**src/rtl/ram_bus_arbiter.sv**
```systemverilog
// Two-master RAM bus arbiter: round-robin grant with a hold-time watchdog,
// RAM turnaround wait and a mandatory one-cycle guard between grants.
module ram_bus_arbiter #(
    parameter int MAX_HOLD = 64
) (
    input  logic       clk,
    input  logic       rst_a,
    input  logic [1:0] req,
    input  logic [1:0] done,
    input  logic       dly,
    output logic [1:0] gnt,
    output logic       owner,
    output logic       busy,
    output logic       timeout_evt,
    output logic [7:0] timeout_cnt
);

    typedef enum logic [1:0] {
        IDLE  = 2'd0,
        BBUSY = 2'd1,
        BWAIT = 2'd2,
        BFREE = 2'd3
    } state_t;

    localparam logic [7:0] HOLD_LAST = 8'(MAX_HOLD - 1);

    state_t     state_r;
    state_t     state_s;
    logic       owner_r;
    logic       owner_s;
    logic [7:0] hold_r;
    logic [7:0] hold_s;
    logic       evt_r;
    logic       evt_s;
    logic [7:0] tcnt_r;
    logic [7:0] tcnt_s;
    logic [1:0] gnt_r;
    logic       busy_r;
    logic       done_own_s;

    // With both requests pending the non-owner wins; otherwise the lone requester.
    function automatic logic pick_winner(input logic [1:0] r, input logic last_owner);
        logic w;
        if (r == 2'b11) begin
            w = ~last_owner;
        end else begin
            w = r[1];
        end
        return w;
    endfunction

    function automatic logic [7:0] sat_inc(input logic [7:0] v);
        logic [7:0] n;
        if (v == 8'd255) begin
            n = v;
        end else begin
            n = v + 8'd1;
        end
        return n;
    endfunction

    // Grant is decoded from the upcoming state and owner so it comes straight off a flop.
    function automatic logic [1:0] grant_decode(input state_t st, input logic own);
        logic [1:0] g;
        if ((st == BBUSY) || (st == BWAIT)) begin
            g = own ? 2'b10 : 2'b01;
        end else begin
            g = 2'b00;
        end
        return g;
    endfunction

    assign done_own_s = done[owner_r];

    // Next-state, owner, watchdog and timeout statistics.
    always_comb begin
        state_s = state_r;
        owner_s = owner_r;
        hold_s  = hold_r;
        evt_s   = 1'b0;
        tcnt_s  = tcnt_r;
        case (state_r)
            IDLE, BFREE: begin
                if (req != 2'b00) begin
                    state_s = BBUSY;
                    owner_s = pick_winner(req, owner_r);
                    hold_s  = 8'd0;
                end else begin
                    state_s = IDLE;
                end
            end
            BBUSY: begin
                hold_s = hold_r + 8'd1;
                if (done_own_s) begin
                    state_s = dly ? BWAIT : BFREE;
                end else if (hold_r == HOLD_LAST) begin
                    // A done in the same cycle takes priority and is not a timeout.
                    state_s = dly ? BWAIT : BFREE;
                    evt_s   = 1'b1;
                    tcnt_s  = sat_inc(tcnt_r);
                end else begin
                    state_s = BBUSY;
                end
            end
            BWAIT: begin
                if (dly) begin
                    state_s = BWAIT;
                end else begin
                    state_s = BFREE;
                end
            end
            default: begin
                state_s = IDLE;
            end
        endcase
    end

    // State and output registers with synchronous reset.
    always_ff @(posedge clk) begin
        if (rst_a) begin
            state_r <= IDLE;
            owner_r <= 1'b1;
            hold_r  <= 8'd0;
            evt_r   <= 1'b0;
            tcnt_r  <= 8'd0;
            gnt_r   <= 2'b00;
            busy_r  <= 1'b0;
        end else begin
            state_r <= state_s;
            owner_r <= owner_s;
            hold_r  <= hold_s;
            evt_r   <= evt_s;
            tcnt_r  <= tcnt_s;
            gnt_r   <= grant_decode(state_s, owner_s);
            busy_r  <= (state_s == BBUSY) || (state_s == BWAIT);
        end
    end

    assign gnt         = gnt_r;
    assign owner       = owner_r;
    assign busy        = busy_r;
    assign timeout_evt = evt_r;
    assign timeout_cnt = tcnt_r;

endmodule

```
**config.mk**
```make
export PLATFORM = sky130hd
export DESIGN_NAME = ram_bus_arbiter
export DESIGN_NICKNAME = d
export VERILOG_FILES = /design/src/rtl/ram_bus_arbiter.sv
export SDC_FILE = /design/constraint.sdc
export NUM_CORES = 1
export LEC_CHECK = 0
export BUFFER_PORTS_ARGS = -buffer_cell sky130_fd_sc_hd__buf_2
export CAP_MARGIN = 20
export CORE_ASPECT_RATIO = 0.8
export CORE_UTILIZATION = 49
export CTS_CLUSTER_SIZE = 24
export DETAILED_ROUTE_END_ITERATION = 8
export MAX_ROUTING_LAYER = met4
export PLACE_DENSITY_LB_ADDON = 0.1
export SLEW_MARGIN = 20
export SYNTH_ARGS = -nofsm -noshare
export SYNTH_HDL_FRONTEND = slang
export SYNTH_SLANG_ARGS = --single-unit
```
**constraint.sdc**
```tcl
create_clock -name clk -period 1.7 [get_ports clk]
set_input_delay 0.34 -clock clk [delete_from_list [all_inputs] [get_ports clk]]
set_output_delay 0.34 -clock clk [all_outputs]
set_load 0.03 [all_outputs]
```
Yosys cells after proc, flatten, opt, wreduce, memory -nomap -nowiden

Cells that the tools add are included.

Bits in registers: 23
Bits in latches: 0
Bits in writable memories: 0
ROM bits: 0
Bits of input ports: 7
Output and inout port bits: 13
Word-level logic and storage cells: 47
Memories kept: 0

$add $sub $neg: 2
Multipliers: 0
Divide/modulo/power cells: 0
Magnitude comparators: 1
Eq/ne operators: 9
Shift operators: 0
Muxes and demuxes: 14
Bitwise operators: 5
Reduce and logical (&&, ||, !) cells: 9

Operators with widths:

| kind                                                                         | count |
|---|---|
| 8-bit by 1-bit adder with 8-bit output, second input constant                | 2 |
| 8-bit one-hot mux with 2 select lines                                        | 1 |
| 2-bit == test, second input constant                                         | 4 |
| 8-bit by 6-bit == test with 1-bit output, second input constant              | 1 |
| 8-bit == test, second input constant                                         | 1 |
| 1-bit 2-to-1 mux                                                             | 8 |
| 8-bit 2-to-1 mux                                                             | 1 |
| 2-bit 2-to-1 mux                                                             | 3 |
| 2-bit one-hot mux with 3 select lines                                        | 1 |
| 1-bit inverter                                                               | 5 |
| 2-bit by 1-bit == test with 1-bit output, second input constant              | 2 |
| 4-bit AND reduction                                                          | 1 |
| 2-bit nonzero test                                                           | 2 |
| 2-bit OR reduction                                                           | 2 |
| 3-bit OR reduction                                                           | 1 |
| 2-bit zero test                                                              | 1 |
| 1-bit by 2-bit less-than comparator with 1-bit output, second input constant | 1 |
| 2-bit != test, second input constant                                         | 1 |
| 2-bit AND reduction                                                          | 1 |
| 1-bit logical OR                                                             | 1 |

Logic depth before layout (Yosys ltp)

Gate-level depths: netlist of the first run.

Depth after elaboration: 8
Mapped depth: 6
Gate-level depth less buffers: 6

Worst setup path before layout of the first run

OpenSTA, ideal clock, no wires.

Path type: flip-flop to flip-flop
Start point: register state_r[0]
End point: register hold_r[7]
Library setup time: 70 ps
Data arrival time: 1,797 ps
Data required time: 1,630 ps
Path slack: -167 ps
Stages on the path, launching flop included: 7
Period minus slack after synthesis: 1,867 ps
Cell sequence: dfxtp_1 inv_1 ha_1 nor3b_2 or2_1 or4_1 a21oi_1

Cells in the longest elaborated chain, start to end: 4
Elaborated cells between the ends (all ways): 8
Classes of those cells: 3 x eq/ne; 1 x mux; 4 x reduce/logical

Ends and longest elaborated chain:

| item                                                                 | RTL line | source |
|---|---|---|
| start: declaration                                                   | 27       | `state_t state_r;` |
| start signal: assignment                                             | 129      | `state_r <= state_s;` |
| 2-bit == test or 2-bit zero test (tied branches)                     | 82       | `case (state_r)` |
| 2-bit OR reduction                                                   | 82       |  |
| 2-bit != test (no source line) or 2-bit nonzero test (tied branches) | --       |  |
| 2-bit AND reduction (no source line)                                 | --       |  |
| end signal: assignment                                               | 131      | `hold_r <= hold_s;` |
| end: declaration                                                     | 31       | `logic [7:0] hold_r;` |

Parallel ways exist; a longest one is shown, timed or not.
A chain may end at the register's enable or synchronous reset.

Worst setup path after layout of the first run

Start point: register hold_r[1]
End point: register tcnt_r[3] (netlist: timeout_cnt[3])

Cells in the longest elaborated chain, start to end: 2

Ends and longest elaborated chain:

| item                                     | RTL line | source |
|---|---|---|
| 8-bit by 6-bit == test with 1-bit output | 96       | `end else if (hold_r == HOLD_LAST) begin` |
| 4-bit AND reduction (no source line)     | --       |  |
| end signal: assignment                   | 133      | `tcnt_r <= tcnt_s;` |
| end: declaration                         | 35       | `logic [7:0] tcnt_r;` |

Every way passes these cells.

==> results of run 1 <==
==> logic make-up (layout without fill, tap and decap cells) <==
| kind of cell | after synthesis | in the layout |
|---|---|---|
| AO/OA/AOI/OAI | 31 | 31 |
| XOR/XNOR | 5 | 5 |
| adder cells (fa/ha/maj) | 4 | 4 |
| buffers and inverters | 10 | 48 |
| flip-flops | 23 | 23 |
| multiplexers | 6 | 6 |
| AND/OR/NAND/NOR | 50 | 51 |
==> per-stage QoR <==
step	area (µm²)	setup slack (ps)	power [µW]	cells	setup TNS, ps
2_1_floorplan	1190	-10.3	730	129	-30.0
3_3_place_gp	1430	-4.91	808	186	-4.91
3_5_place_dp	1430	-97.2	813	186	-338
4_1_cts	1540	-1.70	1090	192	-1.70
5_1_grt	1620	-119	1150	193	-825
6_report	1620	-52.2	1110	193	-268
==> cell type report <==
class / instances / area [µm²]
Multi-Input combinational cell: 97 / 823
Tap cell: 25 / 31.3
Timing Repair Buffer: 39 / 249
Fill cell: 172 / 597
Inverter: 5 / 18.8
Clock inverter: 1 / 5.00
Clock buffer: 3 / 22.5
Sequential cell: 23 / 468
==> path summary, 6_finish.rpt <==
check | start | endpoint | slack [ps] | cells past startpoint
max | hold_r[1]$_SDFFE_PP0P_ | timeout_cnt[3]$_SDFFE_PP0P_ | -50 | 5
min | rst_a | timeout_evt$_SDFF_PP0_ | 390 | 2
max reg2reg | hold_r[1]$_SDFFE_PP0P_ | timeout_cnt[3]$_SDFFE_PP0P_ | -50 | 5
min reg2reg | timeout_cnt[5]$_SDFFE_PP0P_ | timeout_cnt[5]$_SDFFE_PP0P_ | 500 | 2
==> worst max-delay path, cell delays in order (launching register included) <==
cell     delay (ps)
dfxtp_2         380
ha_4            140
nor3b_4         310
nand4_4         190
or4_4           550
a21oi_2         130
==> Yosys cell counts, drive strengths merged (2+ instances only) <==
| library cell | number | area (µm²) |
|---|---|---|
| o21ai | 3 | 15.0 |
| nand3 | 6 | 30.0 |
| mux2 | 3 | 33.8 |
| ha | 4 | 50.1 |
| and4 | 3 | 26.3 |
| or4 | 6 | 45.0 |
| nor4b | 2 | 17.5 |
| nor2 | 12 | 45.0 |
| nand2 | 6 | 22.5 |
| mux2i | 3 | 30.0 |
| clkbuf | 2 | 7.51 |
| xnor2 | 5 | 43.8 |
| o31ai | 6 | 45.0 |
| or3 | 2 | 12.5 |
| nor3 | 3 | 15.0 |
| nor3b | 3 | 32.5 |
| o41ai | 2 | 17.5 |
| or2 | 2 | 12.5 |
| a21oi | 13 | 68.8 |
| nor4 | 2 | 12.5 |
| inv | 5 | 18.8 |
| buf | 3 | 17.5 |
| dfxtp | 23 | 460 |
==> metal layers <==
metal / part of all wire (%) / wire length (µm) / track usage (%)
met5: 0 / 0 / -
met3: 6.1 / 197 / 6.82
met4: 0.62 / 20 / 5.00
met2: 49 / 1590 / 43.3
met1: 44 / 1420 / 32.5
==> state kept, by name, indices dropped and copies added (netlist names) <==
name / flops
busy: 1
gnt: 2
owner: 1
state_r: 2
timeout_cnt: 8
hold_r: 8
timeout_evt: 1
==> power groups by stage <==
stage / clock network [µW] / logic (µW) / registers, µW
after floorplan: 0 / 123 / 608
after global placement: 0 / 226 / 582
after detailed placement: 0 / 230 / 583
after CTS: 264 / 252 / 575
after global routing: 285 / 285 / 578
final: 264 / 267 / 576
==> what timing repair did <==
item                       in CTS  in global routing
setup buffers                   1                  1
setup endpoints to repair      11                 15
pin swaps                       6                 11
gates resized for setup        13                 19
gates cloned                    1                  0
==> impl_metrics.env, run 1 <==
export IMPL_pwr_share_seq_pct=52.0
export IMPL_grt_ovfl_total=0
export IMPL_drive_gt1_share_pct=48.2
export IMPL_drtIter0Drc=48
export IMPL_min_period_ps=1750
export IMPL_vias=1145
export IMPL_cts_tree="done"
export IMPL_cp_required_ps=1980
export IMPL_drv_slew=0
export IMPL_core_um2=2210
export IMPL_post_route_util_pct=73.1
export IMPL_power_density_nw_per_um2=684
export IMPL_gp_congestion=0.794
export IMPL_yosysUniqueCellTypes=37
export IMPL_synth_area_per_cell_um2=9.08
export IMPL_worstSetupEndpointType="flop"
export IMPL_synth_fp_nets=140
export IMPL_dp_hpwl_um=2060
export IMPL_fin_ws_ps=-52.2
export IMPL_yosys_area_share_simple_pct=26.2
export IMPL_track_usage_pct=26.0
export IMPL_rsz0062_at_grt="yes"
export IMPL_num_nets_final=180
export IMPL_portBuffers=19
export IMPL_pin_count=20
export IMPL_combPwrFrac_pct=24.1
export IMPL_synth_fa_ha_area_share_pct=4.27
export IMPL_grt_pass1_vias=1004
export IMPL_p_sw_share_pct=30.8
export IMPL_syn_cell_area_um2=1170
export IMPL_clock_sinks=23
export IMPL_clock_latency_ps=330
export IMPL_drc=2
export IMPL_clock_path_buffers=2
export IMPL_whs_ps=391
export IMPL_grt_pass1_wl_um=4740
export IMPL_grt_max_degree=18
export IMPL_clockPowerShare_pct=23.8
export IMPL_die_area_um2=2590
export IMPL_clock_tree_root_cell="clkbuf_4"
export IMPL_max_slew_margin_pct=69.1
export IMPL_chipHeight_um=45.7
export IMPL_num_rows=15
export IMPL_peakVddDrop_mv=0.474
export IMPL_tightestPinTransition_ps=464
export IMPL_synth_ff_type="dfxtp_1"
export IMPL_die_w_um=56.7
export IMPL_p_leak_uw=0.000612
export IMPL_postSynth_asyncResetShare_pct=0
export IMPL_p_int_uw=766
export IMPL_wire_per_inst_um=16.7
export IMPL_arrival_ps=2030
export IMPL_synth_compound_area_share_pct=17.3
export IMPL_ys_warn_count=0
export IMPL_drtAntennaViolNets=0
export IMPL_h_tree_depth=1
export IMPL_finalHoldViolCount=0
export IMPL_final_cell_mix="buf_2, buf_4, dfxtp_1"
export IMPL_synth_mux_area_share_pct=5.45
export IMPL_cts_buffers=3
export IMPL_postCtsHoldBufs=0
export IMPL_crit_fanout=5
export IMPL_status="complete, but fails checks"
export IMPL_antenna_found_initial=0
export IMPL_ys_seq_elements=23
export IMPL_hold_class="primary input to flop"
export IMPL_criticalPathCategory="flop to flop"
export IMPL_path_clk_slew_ps=140
export IMPL_first_pass_iters=6
export IMPL_areaGrowthSynthToFinish_pct=38.1
export IMPL_drv_cap=0
export IMPL_synth_top_family_by_area="simple AND/OR/NAND/NOR gates"
export IMPL_fin_skew_ps=10.7
export IMPL_switchingPower_uw=341
export IMPL_synthCells=129
export IMPL_yosysSeqAreaShare_pct=39.3
export IMPL_synth_xor_area_share_pct=3.74
export IMPL_synth_edf_count=0
export IMPL_setup_violations=9
export IMPL_startpoint_type="flop"
export IMPL_max_clock_freq_mhz=571
export IMPL_via_per_inst=5.93
export IMPL_period_share_pct=103
export IMPL_wl_um=3230
export IMPL_diodes=0
export IMPL_initial_core_util_pct=52.9
export IMPL_violations="design-rule violations, negative setup slack"
Power figures use the tool's default switching activity.
==> inputs of run 2 (changes only) <==
--- a/config.mk
+++ b/config.mk
@@ -13,6 +13,7 @@
 export DETAILED_ROUTE_END_ITERATION = 8
 export MAX_ROUTING_LAYER = met4
 export PLACE_DENSITY_LB_ADDON = 0.1
+export SETUP_SLACK_MARGIN = 0.5
 export SLEW_MARGIN = 20
 export SYNTH_ARGS = -nofsm -noshare
 export SYNTH_HDL_FRONTEND = slang
==> run 2 against run 1 <==
- clock-buffer cell count grew 1
- clock skew grew 5.7 ps
- clock power is essentially flat
- the flow still finishes with violations (design-rule violations, negative setup slack)
- sequential cell count is the same
- worst setup slack lost 43 ps
- cell count grew 2.1%
- maximum frequency shrank 2.4%
- critical path type unchanged
==> impl_metrics.env, run 2 (synthesized netlist as in run 1, its figures left out) <==
export IMPL_via_per_inst=6.21
export IMPL_grt_pass1_wl_um=4730
export IMPL_violations="design-rule violations, negative setup slack"
export IMPL_startpoint_type="flop"
export IMPL_first_pass_iters=6
export IMPL_criticalPathCategory="flop to flop"
export IMPL_pin_count=20
export IMPL_whs_ps=409
export IMPL_cts_tree="done"
export IMPL_die_area_um2=2590
export IMPL_cts_buffers=3
export IMPL_critPathLaunch="hold_r[0]$_SDFFE_PP0P_"
export IMPL_seqCellArea_um2=499
export IMPL_setup_violations=12
export IMPL_fin_skew_ps=16.4
export IMPL_clock_path_buffers=2
export IMPL_track_usage_pct=25.5
export IMPL_clock_tree_root_cell="clkbuf_4"
export IMPL_cp_required_ps=1950
export IMPL_clock_latency_ps=330
export IMPL_rsz0062_at_grt="yes"
export IMPL_areaGrowthSynthToFinish_pct=56.7
export IMPL_r2r_end="timeout_cnt[4]$_SDFFE_PP0P_"
export IMPL_num_nets_final=184
export IMPL_slowest_stage="or4_1"
export IMPL_drv_cap=0
export IMPL_tightestPinTransition_ps=498
export IMPL_h_tree_depth=1
export IMPL_period_share_pct=106
export IMPL_status="complete, but fails checks"
export IMPL_vias=1223
export IMPL_grt_max_degree=18
export IMPL_max_clock_freq_mhz=557
export IMPL_placed_cell_area_um2=1470
export IMPL_clock_sinks=23
export IMPL_power_density_nw_per_um2=631
export IMPL_min_period_ps=1800
export IMPL_path_clk_slew_ps=140
export IMPL_fin_ws_ps=-95.6
export IMPL_stdcell_area_um2=1840
export IMPL_final_common_cell="buf_4"
export IMPL_crit_fanout=4
export IMPL_cpPeakStageDelay_ps=440
export IMPL_endpoint="timeout_cnt[4]$_SDFFE_PP0P_"
export IMPL_chipHeight_um=45.7
export IMPL_diodes=0
export IMPL_max_slew_margin_pct=66.5
export IMPL_antenna_found_initial=0
export IMPL_drv_slew=0
export IMPL_drive_gt1_share_pct=56.4
export IMPL_drc=4
export IMPL_crit_chain="ha_4 -> nor3b_4 -> buf_4 -> nand4_4 -> or4_1 -> a21oi_1"
export IMPL_grt_ovfl_total=0
export IMPL_rr_startpoint="hold_r[0]$_SDFFE_PP0P_"
export IMPL_num_rows=15
export IMPL_reg2reg_depth=6
export IMPL_die_w_um=56.7
export IMPL_peakVddDrop_mv=0.540
export IMPL_final_cell_mix="buf_4, buf_6, nor2_1"
export IMPL_hold_class="primary input to flop"
export IMPL_worstSetupEndpointType="flop"
export IMPL_portBuffers=19
export IMPL_initial_core_util_pct=52.9
export IMPL_p_leak_uw=0.000666
export IMPL_dp_hpwl_um=2050
export IMPL_wire_per_inst_um=19.3
export IMPL_core_um2=2210
export IMPL_fillers=129
export IMPL_gp_congestion=0.889
export IMPL_wl_um=3810
export IMPL_reg2reg_setup_slack_ps=-100
export IMPL_drtAntennaViolNets=0
export IMPL_arrival_ps=2050
export IMPL_multi_input_area_um2=898
export IMPL_grt_pass1_vias=1028
export IMPL_finalHoldViolCount=0
export IMPL_drtIter0Drc=64
-- run 2: routing by layer --
| layer | wire length (µm) | vias to the layer above | global-route usage [%] | share of wire, % |
|---|---|---|---|---|
| li1 | - | 572 | - | - |
| met1 | 1520 | 578 | 31.5 | 40 |
| met2 | 1850 | 50 | 42.9 | 49 |
| met3 | 252 | 23 | 6.53 | 6.6 |
| met4 | 184 | 0 | 5.50 | 4.8 |
| met5 | 0 | - | - | 0 |
-- run 2: final cells by class --
| cell class | count | share of cell area (%) |
|---|---|---|
| multi-input cells | 97 | 48.9 |
| inverters | 5 | 1.02 |
| clock buffers | 4 | 1.43 |
| flip-flops and latches | 23 | 27.2 |
| well taps | 25 | 1.70 |
| repair buffers | 43 | 19.7 |
-- run 2: how the worst min path moves through the flow --
stage	from	endpoint	cells after the start
3_5_place_dp	timeout_cnt[5]$_SDFFE_PP0P_	timeout_cnt[5]$_SDFFE_PP0P_	2
2_1_floorplan	hold_r[5]$_SDFFE_PP0P_	hold_r[5]$_SDFFE_PP0P_	2
6_report	rst_a	hold_r[0]$_SDFFE_PP0P_	2
4_1_cts	rst_a	state_r[0]$_SDFF_PP0_	2
3_3_place_gp	timeout_cnt[5]$_SDFFE_PP0P_	timeout_cnt[5]$_SDFFE_PP0P_	2
5_1_grt	rst_a	state_r[0]$_SDFF_PP0_	2
-- run 2: critical path, delay by kind of cell (launching register included) --
kind,cells,cell delay [ps]
simple gates,3,840
compound gates,1,190
fa+ha+maj,1,130
buf+inv,1,180
flops,1,390
-- run 2: stage by stage --
stage	total power, µW	setup TNS, ps	instances	util, %	worst slack [ps]
finish	1160	-438	197	82.9	-95.6
global route	1190	-1160	197	82.9	-141
CTS	1110	0	189	73.7	38.3
detailed placement	823	0	180	66.3	16.3
global placement	814	0	180	66.3	53.7
floorplan	741	0	129	-	12.5
-- run 2: report_power, final --
group          switching [µW]  internal, µW  leakage, µW  total [µW]
Combinational             177           151     0.000457         329
Sequential               17.9           550     0.000195         568
Clock                     170          92.0    0.0000150         262
Total                     365           793     0.000666        1160
-- run 2: timing repair --
item | in CTS | in global routing
setup buffers | 5 | 7
hold buffers | 0 | 0
setup endpoints to repair | 32 | 35
cloned | 0 | 1
pin swaps | 7 | 13
resized for setup | 29 | 37
==> inputs of run 3 (changes only) <==
--- a/config.mk
+++ b/config.mk
@@ -11,7 +11,6 @@
 export CORE_UTILIZATION = 49
 export CTS_CLUSTER_SIZE = 24
 export DETAILED_ROUTE_END_ITERATION = 8
-export MAX_ROUTING_LAYER = met4
 export PLACE_DENSITY_LB_ADDON = 0.1
 export SETUP_SLACK_MARGIN = 0.5
 export SLEW_MARGIN = 20
==> run 3 against run 2 <==
- the run still ends with design-rule violations, negative setup slack left
- worst hold slack worse by 0.76 ps
- cell count unchanged
- global-route usage down 0.79 points
==> impl_metrics.env, run 3 (synthesized netlist as in run 1, its figures left out) <==
export IMPL_endpoint="timeout_cnt[4]$_SDFFE_PP0P_"
export IMPL_period_share_pct=106
export IMPL_setup_violations=8
export IMPL_rr_startpoint="hold_r[0]$_SDFFE_PP0P_"
export IMPL_rsz0062_at_grt="yes"
export IMPL_via_per_inst=6.32
export IMPL_areaGrowthSynthToFinish_pct=56.7
export IMPL_tightestPinTransition_ps=502
export IMPL_h_tree_depth=1
export IMPL_crit_fanout=4
export IMPL_slowest_stage="or4_1"
export IMPL_cp_required_ps=1950
export IMPL_seqCellArea_um2=499
export IMPL_grt_max_degree=18
export IMPL_power_density_nw_per_um2=631
export IMPL_clock_latency_ps=330
export IMPL_antenna_found_initial=0
export IMPL_crit_chain="ha_4 -> nor3b_4 -> buf_4 -> nand4_4 -> or4_1 -> a21oi_1"
export IMPL_vias=1245
export IMPL_peakVddDrop_mv=0.539
export IMPL_num_rows=15
export IMPL_die_area_um2=2590
export IMPL_first_pass_iters=6
export IMPL_min_period_ps=1810
export IMPL_portBuffers=19
export IMPL_post_route_util_pct=82.9
export IMPL_status="complete, but fails checks"
export IMPL_max_clock_freq_mhz=553
export IMPL_final_cell_mix="buf_4, buf_6, nor2_1"
export IMPL_diodes=0
export IMPL_pin_count=20
export IMPL_post_place_ws_ps=16.3
export IMPL_drtIter0Drc=68
export IMPL_path_clk_slew_ps=140
export IMPL_wire_per_inst_um=19.4
export IMPL_critPathLaunch="hold_r[0]$_SDFFE_PP0P_"
export IMPL_reg2reg_setup_slack_ps=-110
export IMPL_num_nets_final=184
export IMPL_cpPeakStageDelay_ps=450
export IMPL_finalHoldViolCount=0
export IMPL_chipHeight_um=45.7
export IMPL_place_inst=180
export IMPL_core_um2=2210
export IMPL_drv_cap=0
export IMPL_p_leak_uw=0.000666
export IMPL_cp_depth=6
export IMPL_fillers=129
export IMPL_fin_ws_ps=-107
export IMPL_grt_pass1_wl_um=4730
export IMPL_fin_skew_ps=18.2
export IMPL_crit_family="simple AND/OR/NAND/NOR gates"
export IMPL_stdcell_area_um2=1840
export IMPL_reg2reg_depth=6
export IMPL_r2r_end="timeout_cnt[4]$_SDFFE_PP0P_"
export IMPL_criticalPathCategory="flop to flop"
export IMPL_drv_slew=0
export IMPL_track_usage_pct=24.7
export IMPL_arrival_ps=2060
export IMPL_clock_path_buffers=2
export IMPL_worst_path_buf_inv=1
export IMPL_placed_cell_area_um2=1470
export IMPL_multi_input_area_um2=898
export IMPL_violations="design-rule violations, negative setup slack"
export IMPL_drtAntennaViolNets=0
export IMPL_dp_hpwl_um=2050
export IMPL_clock_tree_root_cell="clkbuf_4"
export IMPL_instances_no_fill=197
export IMPL_worstSetupEndpointType="flop"
export IMPL_cts_tree="done"
export IMPL_wl_um=3820
export IMPL_drive_gt1_share_pct=56.4
export IMPL_startpoint_type="flop"
export IMPL_max_slew_margin_pct=66.2
export IMPL_grt_ovfl_total=0
export IMPL_gp_congestion=0.875
export IMPL_hold_class="primary input to flop"
export IMPL_die_w_um=56.7
export IMPL_initial_core_util_pct=52.9
export IMPL_final_common_cell="buf_4"
export IMPL_grt_pass1_vias=1029
export IMPL_clock_sinks=23
export IMPL_drc=4
export IMPL_cts_buffers=3
## run 3: cell counts in the layout (fill, tap and decap cells not counted)
Identical to the previous run, type by type.
## run 3: metal layers
metal  track usage [%]  up-vias  routed length, µm
met1              31.5      595               1520
met5                 0        -                  0
met3              6.53       23                229
met2              42.9       55               1870
met4              5.50        0                195
li1                  -      572                  -
## run 3: worst reg2reg max path: stages (launching register included)
cell	delay, ps
dfxtp_4	390
ha_4	130
nor3b_4	300
buf_4	180
nand4_4	110
or4_1	450
a21oi_1	190
## run 3: what timing repair did
item | 4_1_cts | 5_1_grt
endpoints found under the setup margin | 32 | 35
resized for setup | 29 | 37
setup buffers | 5 | 7
pin swaps | 7 | 13
hold buffers | 0 | 0
gates cloned | 0 | 1
## run 3: how the worst min path moves through the flow
| stage | end | start | cells after the start |
|---|---|---|---|
| global placement | timeout_cnt[5]$_SDFFE_PP0P_ | timeout_cnt[5]$_SDFFE_PP0P_ | 2 |
| global route | state_r[0]$_SDFF_PP0_ | rst_a | 2 |
| CTS | state_r[0]$_SDFF_PP0_ | rst_a | 2 |
| detailed placement | timeout_cnt[5]$_SDFFE_PP0P_ | timeout_cnt[5]$_SDFFE_PP0P_ | 2 |
| finish | hold_r[0]$_SDFFE_PP0P_ | rst_a | 2 |
| floorplan | hold_r[5]$_SDFFE_PP0P_ | hold_r[5]$_SDFFE_PP0P_ | 2 |
## run 3: power breakdown
group / internal [µW] / total, µW / leakage, µW / switching [µW]
Clock: 92.0 / 262 / 0.0000150 / 170
Sequential: 550 / 568 / 0.000195 / 18.1
Combinational: 151 / 329 / 0.000457 / 178
Total: 793 / 1160 / 0.000666 / 366
## run 3: stage by stage
| stage | hold WS [ps] | total power, µW | setup TNS [ps] |
|---|---|---|---|
| after floorplan | 477 | 741 | 0 |
| after global placement | 452 | 814 | 0 |
| after detailed placement | 469 | 823 | 0 |
| after CTS | 379 | 1110 | 0 |
| after global routing | 424 | 1190 | -1150 |
| final | 409 | 1160 | -370 |
## run 3: final cells by class
type	instances	share of cell area, %
Multi-Input combinational cell	97	48.9
Clock buffer	4	1.43
Inverter	5	1.02
Tap cell	25	1.70
Timing Repair Buffer	43	19.7
Sequential cell	23	27.2
